===== config.mk =====
export PLATFORM = sky130hd
export DESIGN_NAME = addr_reg_file_n
export DESIGN_NICKNAME = d
export VERILOG_FILES = /design/src/rtl/addr_reg_file_n.sv
export SDC_FILE = /design/constraint.sdc
export NUM_CORES = 1
export LEC_CHECK = 0
export BUFFER_PORTS_ARGS = -buffer_cell sky130_fd_sc_hd__buf_4
export CORE_MARGIN = 2
export CORE_UTILIZATION = 49
export CTS_CLUSTER_SIZE = 28
export DETAILED_ROUTE_END_ITERATION = 10
export HOLD_SLACK_MARGIN = 0.08
export PLACE_DENSITY = 0.73
export RECOVER_POWER = 50
export SLEW_MARGIN = 20
export SYNTH_ARGS = -nofsm -noshare
export SYNTH_HDL_FRONTEND = slang
export SYNTH_SLANG_ARGS = --single-unit

===== constraint.sdc =====
create_clock -name Clock -period 2.9 [get_ports Clock]
set_clock_uncertainty 0.1 [all_clocks]
set_input_delay 0.29 -clock Clock [delete_from_list [all_inputs] [get_ports Clock]]
set_output_delay 0.29 -clock Clock [all_outputs]
set_load 0.05 [all_outputs]

===== src/rtl/addr_reg_file_n.sv =====
// addr_reg_file_n: parametrised address register file (PC/AR/SP successor).
// NUM_REGS registers share one write bus and one function select; each
// register is enabled by its own active-low RegSel bit. Increment and
// decrement keep a sticky per-register wrap flag. Two read ports index the
// file and are either combinational or registered (OUT_REG).
module addr_reg_file_n #(
  parameter int WIDTH    = 16,
  parameter int NUM_REGS = 4,
  parameter int SEL_W    = 2,
  parameter int STEP     = 1,
  parameter int OUT_REG  = 0
) (
  input  logic                Clock,
  input  logic                Reset,
  input  logic [WIDTH-1:0]    I,
  input  logic [2:0]          FunSel,
  input  logic [NUM_REGS-1:0] RegSel,
  input  logic [SEL_W-1:0]    OutCSel,
  input  logic [SEL_W-1:0]    OutDSel,
  output logic [WIDTH-1:0]    OutC,
  output logic [WIDTH-1:0]    OutD,
  output logic [NUM_REGS-1:0] WrapFlag
);

  localparam int H         = WIDTH / 2;
  localparam int NUM_SLOTS = 2 ** SEL_W;

  // Step as a WIDTH-bit value; its complement is the largest value that can
  // still be incremented without wrapping (2**WIDTH-1-STEP).
  localparam logic [WIDTH-1:0] STEP_V   = WIDTH'(STEP);
  localparam logic [WIDTH-1:0] INC_LIMIT = ~STEP_V;

  logic [WIDTH-1:0]    regQ    [NUM_REGS];
  logic [WIDTH-1:0]    nextQ   [NUM_REGS];
  logic [NUM_REGS-1:0] wrapQ;
  logic [NUM_REGS-1:0] nextWrap;
  logic [WIDTH-1:0]    regPad  [NUM_SLOTS];
  logic [WIDTH-1:0]    selC;
  logic [WIDTH-1:0]    selD;

  // Next value and next wrap flag of every register from its own prior state.
  always_comb begin
    for (int k = 0; k < NUM_REGS; k++) begin
      nextQ[k]    = regQ[k];
      nextWrap[k] = wrapQ[k];
      if (!RegSel[k]) begin
        case (FunSel)
          3'b000: begin
            nextQ[k]    = regQ[k] - STEP_V;
            nextWrap[k] = wrapQ[k] | (regQ[k] < STEP_V);
          end
          3'b001: begin
            nextQ[k]    = regQ[k] + STEP_V;
            nextWrap[k] = wrapQ[k] | (regQ[k] > INC_LIMIT);
          end
          3'b010: begin
            nextQ[k]    = I;
            nextWrap[k] = 1'b0;
          end
          3'b011: begin
            nextQ[k]    = '0;
            nextWrap[k] = 1'b0;
          end
          3'b100: begin
            nextQ[k]    = {{(WIDTH - H){1'b0}}, I[H-1:0]};
            nextWrap[k] = 1'b0;
          end
          3'b101: begin
            nextQ[k]    = {regQ[k][WIDTH-1:H], I[H-1:0]};
            nextWrap[k] = 1'b0;
          end
          3'b110: begin
            nextQ[k]    = {I[H-1:0], regQ[k][H-1:0]};
            nextWrap[k] = 1'b0;
          end
          3'b111: begin
            nextQ[k]    = {{(WIDTH - H){I[H-1]}}, I[H-1:0]};
            nextWrap[k] = 1'b0;
          end
          default: begin
            nextQ[k]    = regQ[k];
            nextWrap[k] = wrapQ[k];
          end
        endcase
      end else begin
        nextQ[k]    = regQ[k];
        nextWrap[k] = wrapQ[k];
      end
    end
  end

  // Register file and wrap flags; reset wins over any pending operation.
  always_ff @(posedge Clock) begin
    if (Reset) begin
      for (int k = 0; k < NUM_REGS; k++) begin
        regQ[k] <= '0;
      end
      wrapQ <= '0;
    end else begin
      for (int k = 0; k < NUM_REGS; k++) begin
        regQ[k] <= nextQ[k];
      end
      wrapQ <= nextWrap;
    end
  end

  // Zero-padded view of the file so every select code maps to a slot;
  // codes beyond NUM_REGS read as zero.
  always_comb begin
    for (int j = 0; j < NUM_SLOTS; j++) begin
      regPad[j] = '0;
    end
    for (int k = 0; k < NUM_REGS; k++) begin
      regPad[k] = regQ[k];
    end
  end

  assign selC     = regPad[OutCSel];
  assign selD     = regPad[OutDSel];
  assign WrapFlag = wrapQ;

  if (OUT_REG != 0) begin : gRegOut
    logic [WIDTH-1:0] outCReg;
    logic [WIDTH-1:0] outDReg;

    // Registered read ports sample the pre-edge selection every cycle.
    always_ff @(posedge Clock) begin
      if (Reset) begin
        outCReg <= '0;
        outDReg <= '0;
      end else begin
        outCReg <= selC;
        outDReg <= selD;
      end
    end

    assign OutC = outCReg;
    assign OutD = outDReg;
  end else begin : gCombOut
    assign OutC = selC;
    assign OutD = selD;
  end

endmodule


### Word level (Yosys, flattened, before mapping)

Memory sizes are Yosys's and may differ from the RTL's.
Cells that the tools add are included.

* bits in registers: 4
* logic and storage cells: 71
* output and inout port bits: 36
* memories: 1
* memory bits (writable): 64
* bits of input ports: 29

* add/subtract/negate cells: 8
* bitwise gates (word level): 14
* reductions and logical operators: 2
* equal/unequal tests: 7
* $lt $le $gt $ge: 10
* mux-type cells: 25

Memories
* regQ: depth 4, bits a word 16, rd ports 4, clocked after memory_dff 0, wr ports 4, line 33 `logic [WIDTH-1:0] regQ [NUM_REGS];`

Operators with widths (count)
* $pmux W16 S8: 4
* $mux W16: 12
* $add A16 B1 Y16 const B: 4
* $bmux W16 S2: 2
* $gt A16 B16 Y1 const B: 4
* $lt A16 B1 Y1 const B: 4
* $sub A16 B1 Y16 const B: 4
* $eq A3 B3 Y1 const B: 4
* $or A1 B1 Y1: 12
* $pmux W1 S3: 4
* $eq A3 B2 Y1 const B: 2
* $ge A3 B3 Y1 const B: 2
* $not A2 Y3: 2
* $reduce_or A6 Y1: 1
* $eq A3 B1 Y1 const B: 1
* $logic_not A3 Y1: 1
* $mux W1: 3

### Longest topological paths before layout

Gate-level depths: netlist of run 1.

* depth after elaboration: 4
* depth in mapped cells: 8
* gate-level depth less buffers: 7

### Worst setup path before layout of run 1

No wires, ideal clock.

* path type: input to output
* from: input OutCSel[1]
* to: output OutC[10]
* path slack: 0.587 ns
* stages: 3
* data required time: 2.510 ns
* path buffers: 2
* arrival time: 1.923 ns
* cells stage by stage: clkbuf_1 > buf_1 > mux4_2

* longest elaborated chain between the ends: 4

Ends and longest elaborated chain
* start: declaration: line 18 `input logic [SEL_W-1:0] OutCSel,`
* $not A2 Y3 (not written as such): line 118 `assign selC = regPad[OutCSel];`
* $bmux W16 S2: line 118
* $mux W16 (not written as such) (2 in a row): line 118
* end: declaration: line 20 `output logic [WIDTH-1:0] OutC,`

Every way passes these cells. The select of a mux whose other input is x is not followed.

==> results of run 1 <==
## report_power, final
part	internal [mW]	switching (mW)	leakage (nW)	total, mW
registers	1.00	0.194	0.559	1.20
clock network	0.711	0.474	0.149	1.18
logic	0.426	0.732	1.97	1.16
total	2.14	1.40	2.67	3.54
## kinds of logic after synthesis
kind of cell | after synthesis
AOI/OAI and AO/OA | 275
xor gates and xnor gates | 35
adders and majority gates | 12
buffers and inverters | 135
DFF | 68
muxes | 50
and+or+nand+nor | 342
## area by class of cell
type / instances / area (um2)
Clock buffer: 12 / 256
Inverter: 28 / 105
Fill cell: 1351 / 6210
Multi-Input combinational cell: 714 / 5110
Timing Repair Buffer: 94 / 612
Clock inverter: 4 / 47.5
Sequential cell: 68 / 1360
Tap cell: 180 / 225
## flip-flops by register name, summed over array words and instances, names as in the netlist
register and cells:
WrapFlag 4, regQ 64
## path summary, 6_finish.rpt
kind	endpoint	slack [ns]
hold reg to reg	WrapFlag[1]	0.40
setup / recovery	regQ[0][14]	0.35
hold / removal	WrapFlag[3]	0.20
setup reg to reg	regQ[0][14]	0.35
## layout by cell type, fill, tap and decap left out, types with 19 or more instances in the layout
cell type,n
a211oi_1,28
a21oi_1,53
buf_4,60
clkbuf_1,32
dfxtp_1,68
inv_1,28
mux4_2,32
nand2_1,49
nand2b_1,19
nand3_1,39
nor2_1,63
nor3_1,39
nor4_1,24
o21ai_0,54
or3_1,20
xnor2_1,20
## metal layers
metal  wire, um  vias up  GRT usage, %  part of all wire, %
met3       3170      101          9.25                   12
met2      12000      520          53.0                   46
li1           -     3508             -                    -
met5          0        -             0                    0
met4       1260        0          19.0                  4.8
met1       9900     3700          45.3                   38
## stage by stage
| step | worst slack [ns] | util [%] | cell area [um2] |
|---|---|---|---|
| floorplan | 0.587 | - | 7010 |
| global placement | 0.544 | 54.1 | 7540 |
| detailed placement | 0.410 | 54.1 | 7540 |
| CTS | 0.395 | 56.3 | 7840 |
| global route | 0.213 | 55.4 | 7720 |
| finish | 0.354 | 55.4 | 7720 |
## critical path, cell delays in order (launching register included)
cell and delay, ns:
dfxtp_1 0.39, inv_1 0.16, ha_1 0.25, or4b_1 0.61, nor4bb_1 0.41, xor2_1 0.21
a22oi_1 0.11, a211oi_1 0.22
==> metrics.yaml, run 1 <==
status: "finished, final reports clean"
min_period_ns: 2.55
clk_pin_slew_ns: 0.07
tightest_slew_ns: 0.867
firstDrtPassIters: 5
report.final.slew_viol_count: 0
min_path_type: "input pin to flip-flop"
grt_usage_pct: 34.9
grt_pass1_wl_mm: 40.2
r2r_cells: 7
postRouteAntennaNets: 0
gr-total-overflow: 0
dr_total_vias: 7829
die_y_um: 124
max_freq_ghz: 0.393
powerDensity_nw_per_um2: 458
synthSimpleGateAreaFrac_pct: 26.6
synth_fp_nets: 958
vias_per_cell: 7.12
avgSynthCellArea_um2: 7.64
first_iter_violations: 1031
peakVddDrop_mv: 0.302
synth_edf_count: 0
dpl.hpwl_mm: 19.1
drive_above_1_share_pct: 13.8
synth.mux.area_fraction_pct: 12.9
antenna_cells: 0
synth.yosys.seq_area_share_pct: 19.4
ys.flop_type: "dfxtp_1"
grt_pass1_vias: 7121
cts_max_level: 3
yosysTopAreaCell: "dfxtp_1"
synth_top_family_by_area: "compound AO/OA/AOI/OAI gates"
ys_seq_elements: 68
synth_top_area_share_pct: 19.4
core_area_um2: 13900
instances_no_fill: 1100
crit_arrival_ns: 2.72
initial_core_util_pct: 50.3
cp-end-kind: "flip-flop"
synth_top_cells_by_area: "dfxtp_1 19%, mux4_2 10%, clkbuf_1 4.7%, a21oi_1 3.8%, o21ai_0 3.8%"
synthMostInstantiatedCell: "clkbuf_1"
criticalPathCategory: "flip-flop to flip-flop"
timing.final.crit_share_pct: 87.8
yosys_warnings: 0
post_cts_buffers: 0
cts_tree: "done"
setup_tns_ns: 0
syn_inst: 917
grt_max_degree: 35
reg2reg_from: "regQ[0][0]"
crit_path_start: "regQ[0][0]"
syn_area_um2: 7010
clock_path_buffers: 2
ios: 65
cts-resized-gates: 0
die_width_um: 124
io_buffers: 64
syn_to_final_growth_pct: 10.2
synthAdderAreaFrac_pct: 2.14
wirelength_mm: 26.3
ys_async_sr_fraction_pct: 0
setup_violations: 0
drcViolationCount: 0
antenna_found_initial: 0
rsz0062_at_grt: "no"
gp_congestion: 1.02
critPathMaxFanout: 9
maxCapViolations: 0
hp-start: "RegSel[3]"
ctsHoldBuffers: 0
clockRootBuffer: "clkbuf_16"
clkSinkCount: 68
relSlewSlack_pct: 41.9
clk_latency_ns: 0.36
synth_compound_area_share_pct: 26.9
die-area_um2: 15300
required_ns: 3.08
yosysUniqueCellTypes: 80
placed_cells: 1084
p_leak_nw: 2.67
nets: 956
wire_per_inst_um: 23.9
cts-buffers-inserted: 9
hold_violations: 0
whs_path_depth: 4
rows: 43
hold_ws_ns: 0.198
start_kind: "flip-flop"
synth-xor-area-share_pct: 4.38
total_power_mw: 3.54
yosys-top-cells-count: "87 x clkbuf_1, 68 x dfxtp_1, 64 x nor2_1"
(Power assumes the default switching activity.)
==> run 2: changes to the inputs <==
--- a/config.mk
+++ b/config.mk
@@ -7,11 +7,12 @@
 export LEC_CHECK = 0
 export BUFFER_PORTS_ARGS = -buffer_cell sky130_fd_sc_hd__buf_4
 export CORE_MARGIN = 2
-export CORE_UTILIZATION = 49
+export CORE_UTILIZATION = 25
 export CTS_CLUSTER_SIZE = 28
 export DETAILED_ROUTE_END_ITERATION = 10
 export HOLD_SLACK_MARGIN = 0.08
-export PLACE_DENSITY = 0.73
+export MAX_ROUTING_LAYER = met4
+export PLACE_DENSITY = 0.45
 export RECOVER_POWER = 50
 export SLEW_MARGIN = 20
 export SYNTH_ARGS = -nofsm -noshare
==> constraint.sdc (replaced) <==
create_clock -name Clock -period 2.8 [get_ports Clock]
set_clock_uncertainty 0.1 [all_clocks]
set_input_delay 0.28 -clock Clock [delete_from_list [all_inputs] [get_ports Clock]]
set_output_delay 0.28 -clock Clock [all_outputs]
set_load 0.05 [all_outputs]
==> run 2 against run 1 <==
Worst hold slack better by 0.0067 ns. Routed wire length is 17% higher. Critical path depth stayed put. Via count is 1.8% lower. Global-route usage is 13 points lower.
==> metrics.yaml, run 2 (synthesis results as in run 1) <==
cp_top_family: "simple AND/OR/NAND/NOR gates"
drive_above_1_share_pct: 14.9  # +1.1 points
cts_max_level: 3  # unchanged
report.final.slew_viol_count: 0  # unchanged
post_cts_buffers: 0  # unchanged
die-area_um2: 29400  # +92%
mostFrequentLayoutCells: "74 x buf_4, 68 x dfxtp_1, 63 x nor2_1, 53 x o21ai_0, 53 x a21oi_1"
relSlewSlack_pct: 34.5  # -7.5 points
grt_pass1_wl_mm: 46.3  # +15%
setup_violations: 0  # unchanged
timing.final.crit_share_pct: 87.7  # -0.14 points
grt_usage_pct: 21.6  # -13 points
dr_total_vias: 7688  # -1.8%
placed_cell_area_um2: 7890  # +4.6%
layout_commonest_cell: "buf_4"
clk_pin_slew_ns: 0.06  # about the same
ctsHoldBuffers: 0  # unchanged
final_util_pct: 29.1  # -26 points
largest_reg_flops: 64  # unchanged
r2r_cells: 7  # unchanged
wirelength_mm: 30.9  # +17%
setup_slack_ns: 0.346  # -0.00820 ns
hold_violations: 0  # unchanged
min_period_ns: 2.45  # -0.0918 ns
antenna_found_initial: 1  # +1
dpl.hpwl_mm: 23.0  # +21%
cts-buffers-inserted: 9  # unchanged
p_leak_nw: 2.73  # +1.9%
postRouteAntennaNets: 0  # unchanged
initial_core_util_pct: 25.3  # -25 points
max_freq_ghz: 0.407  # +3.7%
die_y_um: 171  # +39%
clock_path_buffers: 2  # unchanged
path_cells: "inv_1 -> ha_1 -> or4b_1 -> nor4bb_1 -> xor2_1 -> a22oi_1 -> a211oi_1"
gp_congestion: 0.893  # -12%
grt_pass1_vias: 7422  # +4.2%
ios: 65  # unchanged
core_area_um2: 27700  # +99%
syn_to_final_growth_pct: 14.9
wire_per_inst_um: 23.5  # -1.9%
cp_slowest_cell: "or4b_1"
nets: 971  # +1.6%
critPathMaxFanout: 8  # -1
min_path_type: "input pin to flip-flop"
crit_arrival_ns: 2.62  # -0.10 ns
num-fill-cells: 3025  # +120%
peakVddDrop_mv: 0.252  # -17%
first_iter_violations: 652  # -37%
powerDensity_nw_per_um2: 458  # about the same
cpPeakStageDelay_ns: 0.61  # about the same
start_kind: "flip-flop"
io_buffers: 64  # unchanged
min_to: "WrapFlag[3]"
setup_tns_ns: 0  # unchanged
hp-start: "RegSel[3]"
grt_max_degree: 60  # +71%
whs_path_depth: 4  # unchanged
total_power_mw: 3.69  # +4.3%
top_register: "regQ"
criticalPathCategory: "flip-flop to flip-flop"
cp-end-kind: "flip-flop"
maxCapViolations: 0  # unchanged
reg2reg_slack_ns: 0.35  # about the same
vias_per_cell: 5.85  # -18%
r2r_end: "regQ[0][14]"
rsz0062_at_grt: "no"
firstDrtPassIters: 7  # +2
die_width_um: 171  # +39%
clk_latency_ns: 0.35  # about the same
dp_worst_setup_slack_ns: 0.393  # -0.0166 ns
rows: 61  # +42%
status: "finished, final reports clean"
cp.buffers_inverters: 1  # unchanged
stdcell_area_um2: 8050  # +4.3%
reg2reg_from: "regQ[0][0]"
cts-resized-gates: 0  # unchanged
required_ns: 2.97  # -0.11 ns
clockRootBuffer: "clkbuf_16"
tightest_slew_ns: 0.983  # +0.116 ns
drcViolationCount: 0  # unchanged
clkSinkCount: 68  # unchanged
cts_tree: "done"
gr-total-overflow: 0  # unchanged
## run 2: how the worst max path moves through the flow
stage                     startpoint           to  slack [ns]  depth (start not counted)
final                     regQ[0][0]  regQ[0][14]        0.35                          7
after floorplan           OutCSel[1]     OutC[10]        0.51                          3
after CTS                 regQ[0][0]  regQ[0][14]        0.37                          7
after detailed placement  regQ[0][0]  regQ[0][14]        0.39                          7
after global placement    regQ[0][0]  regQ[0][14]        0.34                          7
after global routing       FunSel[2]   regQ[1][7]        0.18                          6
## run 2: area by class of cell
cell class	count	area, um2	share of cell area, %
multi-input combinational	714	5120	63.6
sequential	68	1360	16.9
timing repair buffer	109	703	8.73
tap	378	473	5.88
clock buffer	11	233	2.89
inverter	28	105	1.31
clock inverter	5	52.6	0.653
antenna	2	5.00	0.0622
## run 2: power by group
| part | switching, mW | leakage [nW] | internal, mW | total, mW |
|---|---|---|---|---|
| Combinational | 0.815 | 2.03 | 0.460 | 1.27 |
| Sequential | 0.178 | 0.559 | 1.04 | 1.21 |
| Clock | 0.512 | 0.139 | 0.688 | 1.20 |
## run 2: per-stage QoR
step                instances  hold WS [ns]
floorplan                 917         0.365
global placement         1297         0.393
detailed placement       1297         0.376
CTS                      1313         0.207
global route             1314         0.245
finish                   1315         0.205
## run 2: per-layer routing
metal	routed length, um	GRT usage, %	vias up
li1	-	-	3537
met2	14600	34.5	298
met1	13500	27.5	3793
met3	1570	2.83	60
met4	1190	9.40	0
met5	0	-	-
## run 2: worst register-to-register path, cell delays in order (launching register included)
cell      delay (ns)
dfxtp_1         0.31
inv_1           0.11
ha_1            0.27
or4b_1          0.61
nor4bb_1        0.42
xor2_1          0.24
a22oi_1         0.12
a211oi_1        0.19
